[config.mk]
export PLATFORM = sky130hd
export DESIGN_NAME = regfile_ctrl_mp
export DESIGN_NICKNAME = d
export VERILOG_FILES = /design/src/rtl/regfile_ctrl_pkg.sv /design/src/rtl/regfile_ctrl_mp_rd_port.sv /design/src/rtl/regfile_ctrl_mp.sv
export SDC_FILE = /design/constraint.sdc
export NUM_CORES = 1
export LEC_CHECK = 0
export CAP_MARGIN = 20
export CORE_ASPECT_RATIO = 0.7
export CORE_MARGIN = 4
export CORE_UTILIZATION = 59
export DETAILED_ROUTE_END_ITERATION = 10
export PLACE_DENSITY = 0.77
export SYNTH_ARGS = -nofsm -noshare
export SYNTH_HDL_FRONTEND = slang
export SYNTH_SLANG_ARGS = --single-unit
[constraint.sdc]
create_clock -name clk -period 4.3 [get_ports clk]
set_input_delay 0.43 -clock clk [delete_from_list [all_inputs] [get_ports clk]]
set_output_delay 0.43 -clock clk [all_outputs]
set_load 0.02 [all_outputs]
[src/rtl/regfile_ctrl_pkg.sv]
// Shared types and helpers for the multi-read-port register file controller.
// Holds the scrub FSM state type, the depth helper and a packed-field slicer.
package regfile_ctrl_pkg;

    typedef enum logic {
        IDLE  = 1'b0,
        SCRUB = 1'b1
    } scrub_state_t;

    function automatic int depth_of(input int aw);
        return 1 << aw;
    endfunction

    // Extract field idx of width w (w <= 32) from a packed vector.
    function automatic logic [31:0] port_field(
        input logic [255:0] vec,
        input int           idx,
        input int           w
    );
        logic [255:0] sh;
        sh = vec >> (idx * w);
        return sh[31:0] & ((32'd1 << w) - 32'd1);
    endfunction

endpackage

[src/rtl/regfile_ctrl_mp_rd_port.sv]
// One read port: latency register, bypass mux, collision flag and output mask.
// Ports: clk/resetn, busy, ren/rad, write snoop (wen/wad/din), array data and
// valid for rad, lower-port read-read hit, coll_clr; outputs dout/dvalid/coll.
module regfile_rd_port #(
    parameter int DATA_WIDTH   = 16,
    parameter int ADDR_WIDTH   = 5,
    parameter bit BYPASS       = 1'b1,
    parameter bit MASK_ON_COLL = 1'b1
) (
    input  logic                  clk,
    input  logic                  resetn,
    input  logic                  busy,
    input  logic                  ren,
    input  logic [ADDR_WIDTH-1:0] rad,
    input  logic                  wen,
    input  logic [ADDR_WIDTH-1:0] wad,
    input  logic [DATA_WIDTH-1:0] din,
    input  logic [DATA_WIDTH-1:0] rdata,
    input  logic                  rvalid,
    input  logic                  rr_hit,
    input  logic                  coll_clr,
    output logic [DATA_WIDTH-1:0] dout,
    output logic                  dvalid,
    output logic                  coll_status
);
    import regfile_ctrl_pkg::*;

    logic [DATA_WIDTH-1:0] dout_q;
    logic [DATA_WIDTH-1:0] rd_val;
    logic                  wr_hit;
    logic                  coll_set;

    assign wr_hit = wen && (wad == rad);

    always_comb begin
        rd_val = '0;
        if (BYPASS && wr_hit) begin
            rd_val = din;
        end else if (rvalid) begin
            rd_val = rdata;
        end
    end

    assign coll_set = !busy && ren && (rr_hit || (!BYPASS && wr_hit));

    always_ff @(posedge clk) begin
        if (!resetn) begin
            dout_q      <= '0;
            dvalid      <= 1'b0;
            coll_status <= 1'b0;
        end else begin
            if (ren) begin
                dout_q <= busy ? '0 : rd_val;
                dvalid <= !busy;
            end
            // A new collision beats a clear in the same cycle.
            coll_status <= coll_set || (coll_status && !coll_clr);
        end
    end

    assign dout = (MASK_ON_COLL && coll_status) ? '0 : dout_q;

endmodule

[src/rtl/regfile_ctrl_mp.sv]
// Multi-read-port register file controller with valid bits and scrub FSM.
// Ports: clk/resetn, write (wen/wad/din), packed reads (ren/rad -> dout/
// dvalid), sticky coll_status with coll_clr, scrub_req/busy, wr_drop pulse.
module regfile_ctrl_mp #(
    parameter int DATA_WIDTH   = 16,
    parameter int ADDR_WIDTH   = 5,
    parameter int NUM_RD       = 2,
    parameter bit BYPASS       = 1'b1,
    parameter bit MASK_ON_COLL = 1'b1
) (
    input  logic                         clk,
    input  logic                         resetn,
    input  logic                         wen,
    input  logic [ADDR_WIDTH-1:0]        wad,
    input  logic [DATA_WIDTH-1:0]        din,
    input  logic [NUM_RD-1:0]            ren,
    input  logic [NUM_RD*ADDR_WIDTH-1:0] rad,
    output logic [NUM_RD*DATA_WIDTH-1:0] dout,
    output logic [NUM_RD-1:0]            dvalid,
    output logic [NUM_RD-1:0]            coll_status,
    input  logic [NUM_RD-1:0]            coll_clr,
    input  logic                         scrub_req,
    output logic                         busy,
    output logic                         wr_drop
);
    import regfile_ctrl_pkg::*;

    localparam int DEPTH = depth_of(ADDR_WIDTH);

    logic [DATA_WIDTH-1:0] mem [DEPTH];
    logic [DEPTH-1:0]      valid;

    scrub_state_t          state, state_nxt;
    logic [ADDR_WIDTH-1:0] scrub_cnt, scrub_cnt_nxt;

    logic [ADDR_WIDTH-1:0] rad_a [NUM_RD];
    logic [NUM_RD-1:0]     rr_hit;

    assign busy = (state == SCRUB);

    always_comb begin
        state_nxt     = state;
        scrub_cnt_nxt = scrub_cnt;
        unique case (state)
            IDLE: begin
                if (scrub_req) begin
                    state_nxt = SCRUB;
                end
            end
            SCRUB: begin
                if (scrub_cnt == ADDR_WIDTH'(DEPTH - 1)) begin
                    state_nxt     = IDLE;
                    scrub_cnt_nxt = '0;
                end else begin
                    scrub_cnt_nxt = scrub_cnt + 1'b1;
                end
            end
            default: begin
                state_nxt = SCRUB;
            end
        endcase
    end

    always_ff @(posedge clk) begin
        if (!resetn) begin
            state     <= SCRUB;
            scrub_cnt <= '0;
            valid     <= '0;
            wr_drop   <= 1'b0;
        end else begin
            state     <= state_nxt;
            scrub_cnt <= scrub_cnt_nxt;
            wr_drop   <= busy && wen;
            if (busy) begin
                valid[scrub_cnt] <= 1'b0;
            end else if (wen) begin
                valid[wad] <= 1'b1;
            end
        end
    end

    // Data array has no reset; the scrub pass zeroes it.
    always_ff @(posedge clk) begin
        if (resetn) begin
            if (busy) begin
                mem[scrub_cnt] <= '0;
            end else if (wen) begin
                mem[wad] <= din;
            end
        end
    end

    for (genvar i = 0; i < NUM_RD; i++) begin : g_rad
        assign rad_a[i] = ADDR_WIDTH'(port_field(256'(rad), i, ADDR_WIDTH));
    end

    // Port i is hit when any lower-index enabled port reads the same address.
    always_comb begin
        rr_hit = '0;
        for (int i = 1; i < NUM_RD; i++) begin
            for (int j = 0; j < i; j++) begin
                if (ren[j] && (rad_a[j] == rad_a[i])) begin
                    rr_hit[i] = 1'b1;
                end
            end
        end
    end

    for (genvar i = 0; i < NUM_RD; i++) begin : g_port
        regfile_rd_port #(
            .DATA_WIDTH  (DATA_WIDTH),
            .ADDR_WIDTH  (ADDR_WIDTH),
            .BYPASS      (BYPASS),
            .MASK_ON_COLL(MASK_ON_COLL)
        ) u_port (
            .clk        (clk),
            .resetn     (resetn),
            .busy       (busy),
            .ren        (ren[i]),
            .rad        (rad_a[i]),
            .wen        (wen),
            .wad        (wad),
            .din        (din),
            .rdata      (mem[rad_a[i]]),
            .rvalid     (valid[rad_a[i]]),
            .rr_hit     (rr_hit[i]),
            .coll_clr   (coll_clr[i]),
            .dout       (dout[i*DATA_WIDTH +: DATA_WIDTH]),
            .dvalid     (dvalid[i]),
            .coll_status(coll_status[i])
        );
    end

endmodule

==> summary.md <==
The flow ran to the end, and the final reports show no timing, DRC or antenna violations. Per report_power, the combinational group accounts for 8.2% of the total. After clock tree synthesis, the clock-pin slew on the worst setup and hold paths is 0.07 ns. The initialized floorplan defines 67 standard-cell rows. Of the total power, registers draw 50.4%. The signed area change from the synthesized netlist to the final layout was 12.6%; the synthesized net count was 1889.

The biggest fanout along the worst timing path works out to 14. Of the synthesized area, sequential elements account for 59.0%. The async set-reset flop share out of synthesis came out at 0%.

The tools report the area of the mapped netlist as 28600 um^2. The total overflow left after global routing is 0. The count of cells in the finished layout, fillers not included, comes to 2639. The area of placed instances came out at 30200 um^2. Input and output buffers added on the ports amount to 76.

The tools report the clock sink total as 587. Setup violations remaining at the end of the flow were counted as 0. The worst hold path belongs to the class in -> reg. The average via count per standard cell is 7.52.

Entering global routing, the biggest net connects 82 pins. The longest clock path from root to sink contains 3 buffers. Net switching is 23.5% of the power. The number of primary I/O pins was 77; the hold-fix buffer count after cts was 0. Summed over all layers, the routed wires come to 95700 um.

Share of the cycle needed by the critical path after routing: 67.4%. By startpoint and endpoint, the worst setup path is classified as in -> reg. The finished layout cell area is 32200 um^2. Counting flops and latches in the post-synthesis netlist gives 587. The final max-slew violation count was 0; the minimum clock period after layout was 2.90 ns.

TritonCTS built the clock tree. STA puts the critical path data required time at 4.61 ns. In this run, synthesis inferred 512 flip-flops with an integrated enable.

The number of different library cells in the post-synthesis netlist was 67. Most instantiated library cell after synthesis: sky130_fd_sc_hd__edfxtp_1. The tools report the number of warnings issued by yosys as 0. Each instance of the synthesized netlist takes up on average 15.5 um^2. The floorplan step set the die height to 192 um. The run gives 2 as the CTS H-tree depth. Cells fill 67.2% of the core in the end. Met2 routed wirelength: 39300 um. The most used flip-flop cell after synthesis is sky130_fd_sc_hd__edfxtp_1. In the final layout, the share of cells above drive strength 1 is 23.6%.

Critical path endpoint category: a flop. Setup repair after global routing left no endpoint under its margin. For the filler cell count, the log shows 3185. The die covers 52100 um^2.

Worst max-slew margin expressed relative to the limit: 16.3%. In this run the clock root is driven by a sky130_fd_sc_hd__clkbuf_16. The run gives 0 as the detailed-route DRC error count. For the leakage power summed over all cells, the log shows 9.72 nW.

The part of the power in the clock network was 41.4%; the initial core utilization was 59.7%. At the worst endpoint, the arrival time is 3.21 ns. By count the netlist is led by sky130_fd_sc_hd__edfxtp_1, sky130_fd_sc_hd__mux4_2, sky130_fd_sc_hd__nor2_1, sky130_fd_sc_hd__mux2i_1, sky130_fd_sc_hd__dfxtp_1. The logs give 19.0k for the number of global-route vias before repair and 4008 for the initial DRC count. The detailed router put a total of 34300 um of wire on met1. The routed design uses 18100 um of met3 wire.

Summed over all failing endpoints, the final setup total negative slack is 0 ns. The detail route stage leaves a number of antenna-violating nets equal to 0. In this run, post-CTS repair resized a total of 0 instances.

Dividing total power by cell area gives a power density of 380 nW/um^2. Summed over its instances, the top area cell type makes up 53.8% of the synthesized netlist area. The tool flagged a number of max-cap violations equal to 0. The floorplan step set the die width to 271 um. The clock arrives with 0.0496 ns of skew. The routed layout has 19.9k vias. IR analysis of the VDD net gives a maximum drop of 0.394 mV. After detailed placement, the design holds a cell count of 2531. The number of detailed-routing iterations run before antenna repair came out at 6. Internal power comes to 9.35 mW. The final layout contains 1980 nets. The tools report the launching element type of the critical path as an input port. The number of buffers inserted to repair setup after CTS came out at 0. The logs give 36.6% for the total global routing track utilization and 5 for the number of antenna violations at the first check in global routing. The core region is 47900 um^2. The achievable clock frequency was 345 MHz.

In the final routed layout, each cell accounts on average for 36.3 um. The number of buffers created by CTS is 54. Synthesis produced a netlist whose cell count is 1845.

The congestion estimate from routability-driven global placement came to 1.03. Clock insertion delay at the later pin of the skew report: 0.63 ns. In the post-synthesis netlist, the biggest area contributors are sky130_fd_sc_hd__edfxtp_1, sky130_fd_sc_hd__mux4_2, sky130_fd_sc_hd__dfxtp_1, sky130_fd_sc_hd__mux2i_1, sky130_fd_sc_hd__nor2_1. The highest layer used for signal routing is met5.

The largest total area in the synthesized netlist belongs to sky130_fd_sc_hd__edfxtp_1. The tools report the switching power summed over all nets as 2.87 mW. The estimated wirelength of the detail-placed design is 64300 um.

The first global-routing pass estimated 137000 um of wire. The run gives 0 as the count of final hold-check violations. The transition time of the tightest slew-check pin is 1.25 ns.
-- power by group through the flow --
| stage | clock network [mW] | registers [mW] | logic [mW] |
|---|---|---|---|
| after floorplan | 0 | 6.28 | 0.591 |
| after global placement | 0 | 6.28 | 0.939 |
| after detailed placement | 0 | 6.28 | 0.949 |
| after CTS | 5.07 | 6.16 | 0.954 |
| after global routing | 5.32 | 6.16 | 1.02 |
| final | 5.06 | 6.16 | 0.999 |
-- path summary, 6_finish.rpt --
path | depth (start not counted) | slack [ns] | end | start
worst min register to register | 2 | 0.50 | g_port[1].u_port.dvalid | g_port[1].u_port.dvalid
worst max-delay path | 7 | 1.40 | mem[16][8] | wen
worst max register to register | 6 | 1.53 | mem[16][8] | busy
worst min-delay path | 2 | 0.35 | g_port[0].u_port.coll_status | coll_clr[0]
-- metal layers --
layer  global-route usage, %  vias to the layer above
met2                    51.0                     1839
met1                    51.2                     9915
li1                        -                     7822
met4                    11.1                        6
met3                    17.9                      272
met5                    2.16                        -
-- worst max-delay path, stage by stage --
cell,delay [ns]
sky130_fd_sc_hd__clkdlybuf4s50_1,0.79
sky130_fd_sc_hd__and2_1,0.34
sky130_fd_sc_hd__nor2_1,0.07
sky130_fd_sc_hd__a21oi_1,0.26
sky130_fd_sc_hd__nand3b_1,0.55
sky130_fd_sc_hd__nor2_1,0.42
sky130_fd_sc_hd__buf_4,0.32
-- placed cells by master (no fill, tap or decap), types with 23 or more instances in the layout --
cell type and count:
sky130_fd_sc_hd__clkdlybuf4s50_1 68, sky130_fd_sc_hd__mux2i_1 85, sky130_fd_sc_hd__mux4_2 209, sky130_fd_sc_hd__clkbuf_16 55
sky130_fd_sc_hd__nor2b_1 56, sky130_fd_sc_hd__a22o_1 23, sky130_fd_sc_hd__nand2_1 55, sky130_fd_sc_hd__edfxtp_1 512
sky130_fd_sc_hd__a211oi_1 52, sky130_fd_sc_hd__dfxtp_1 74, sky130_fd_sc_hd__buf_4 101, sky130_fd_sc_hd__nand3_1 27
sky130_fd_sc_hd__o32ai_1 24, sky130_fd_sc_hd__nor2_1 100, sky130_fd_sc_hd__o21ai_0 64, sky130_fd_sc_hd__a22oi_1 42
sky130_fd_sc_hd__a31oi_1 29, sky130_fd_sc_hd__a21oi_1 62
-- cell families after synthesis --
logic type / after synthesis / share of synthesized area, %
XOR/XNOR: 15 / 0.459
buffers and inverters: 163 / 3.12
adder cells (fa/ha/maj): 5 / 0.219
multiplexers: 324 / 21.0
flip-flops: 587 / 59.0
AO/OA/AOI/OAI: 416 / 10.4
AND/OR/NAND/NOR: 335 / 5.75
-- sequential cells by signal, indices dropped and copies added (netlist names) --
signal and cells:
scrub_cnt 5, g_port.u_port.coll_status 2, mem 512, valid 32, wr_drop 1, g_port.u_port.dvalid 2, busy 1, g_port.u_port.dout_q 32
-- cell type report --
cell class                      instances  area [um^2]  share of cell area (%)
Sequential cell                       587        16900                    52.4
Multi-Input combinational cell       1095        10900                    33.8
Timing Repair Buffer                  186         1690                    5.26
Clock buffer                           74         1570                    4.87
Tap cell                              655          820                    2.55
Clock inverter                         28          302                   0.937
Inverter                               12         45.0                   0.140
Antenna cell                            2         5.00                  0.0156
-- per-stage QoR --
step                hold WS (ns)  total power, mW  setup slack [ns]
finish                     0.347             12.2              1.40
global placement           0.483             7.22             0.984
detailed placement         0.486             7.23             0.989
global route               0.349             12.5              1.37
floorplan                  0.460             6.87              1.34
CTS                        0.344             12.2              1.61
Note: power is estimated with default switching activity, not from simulation.
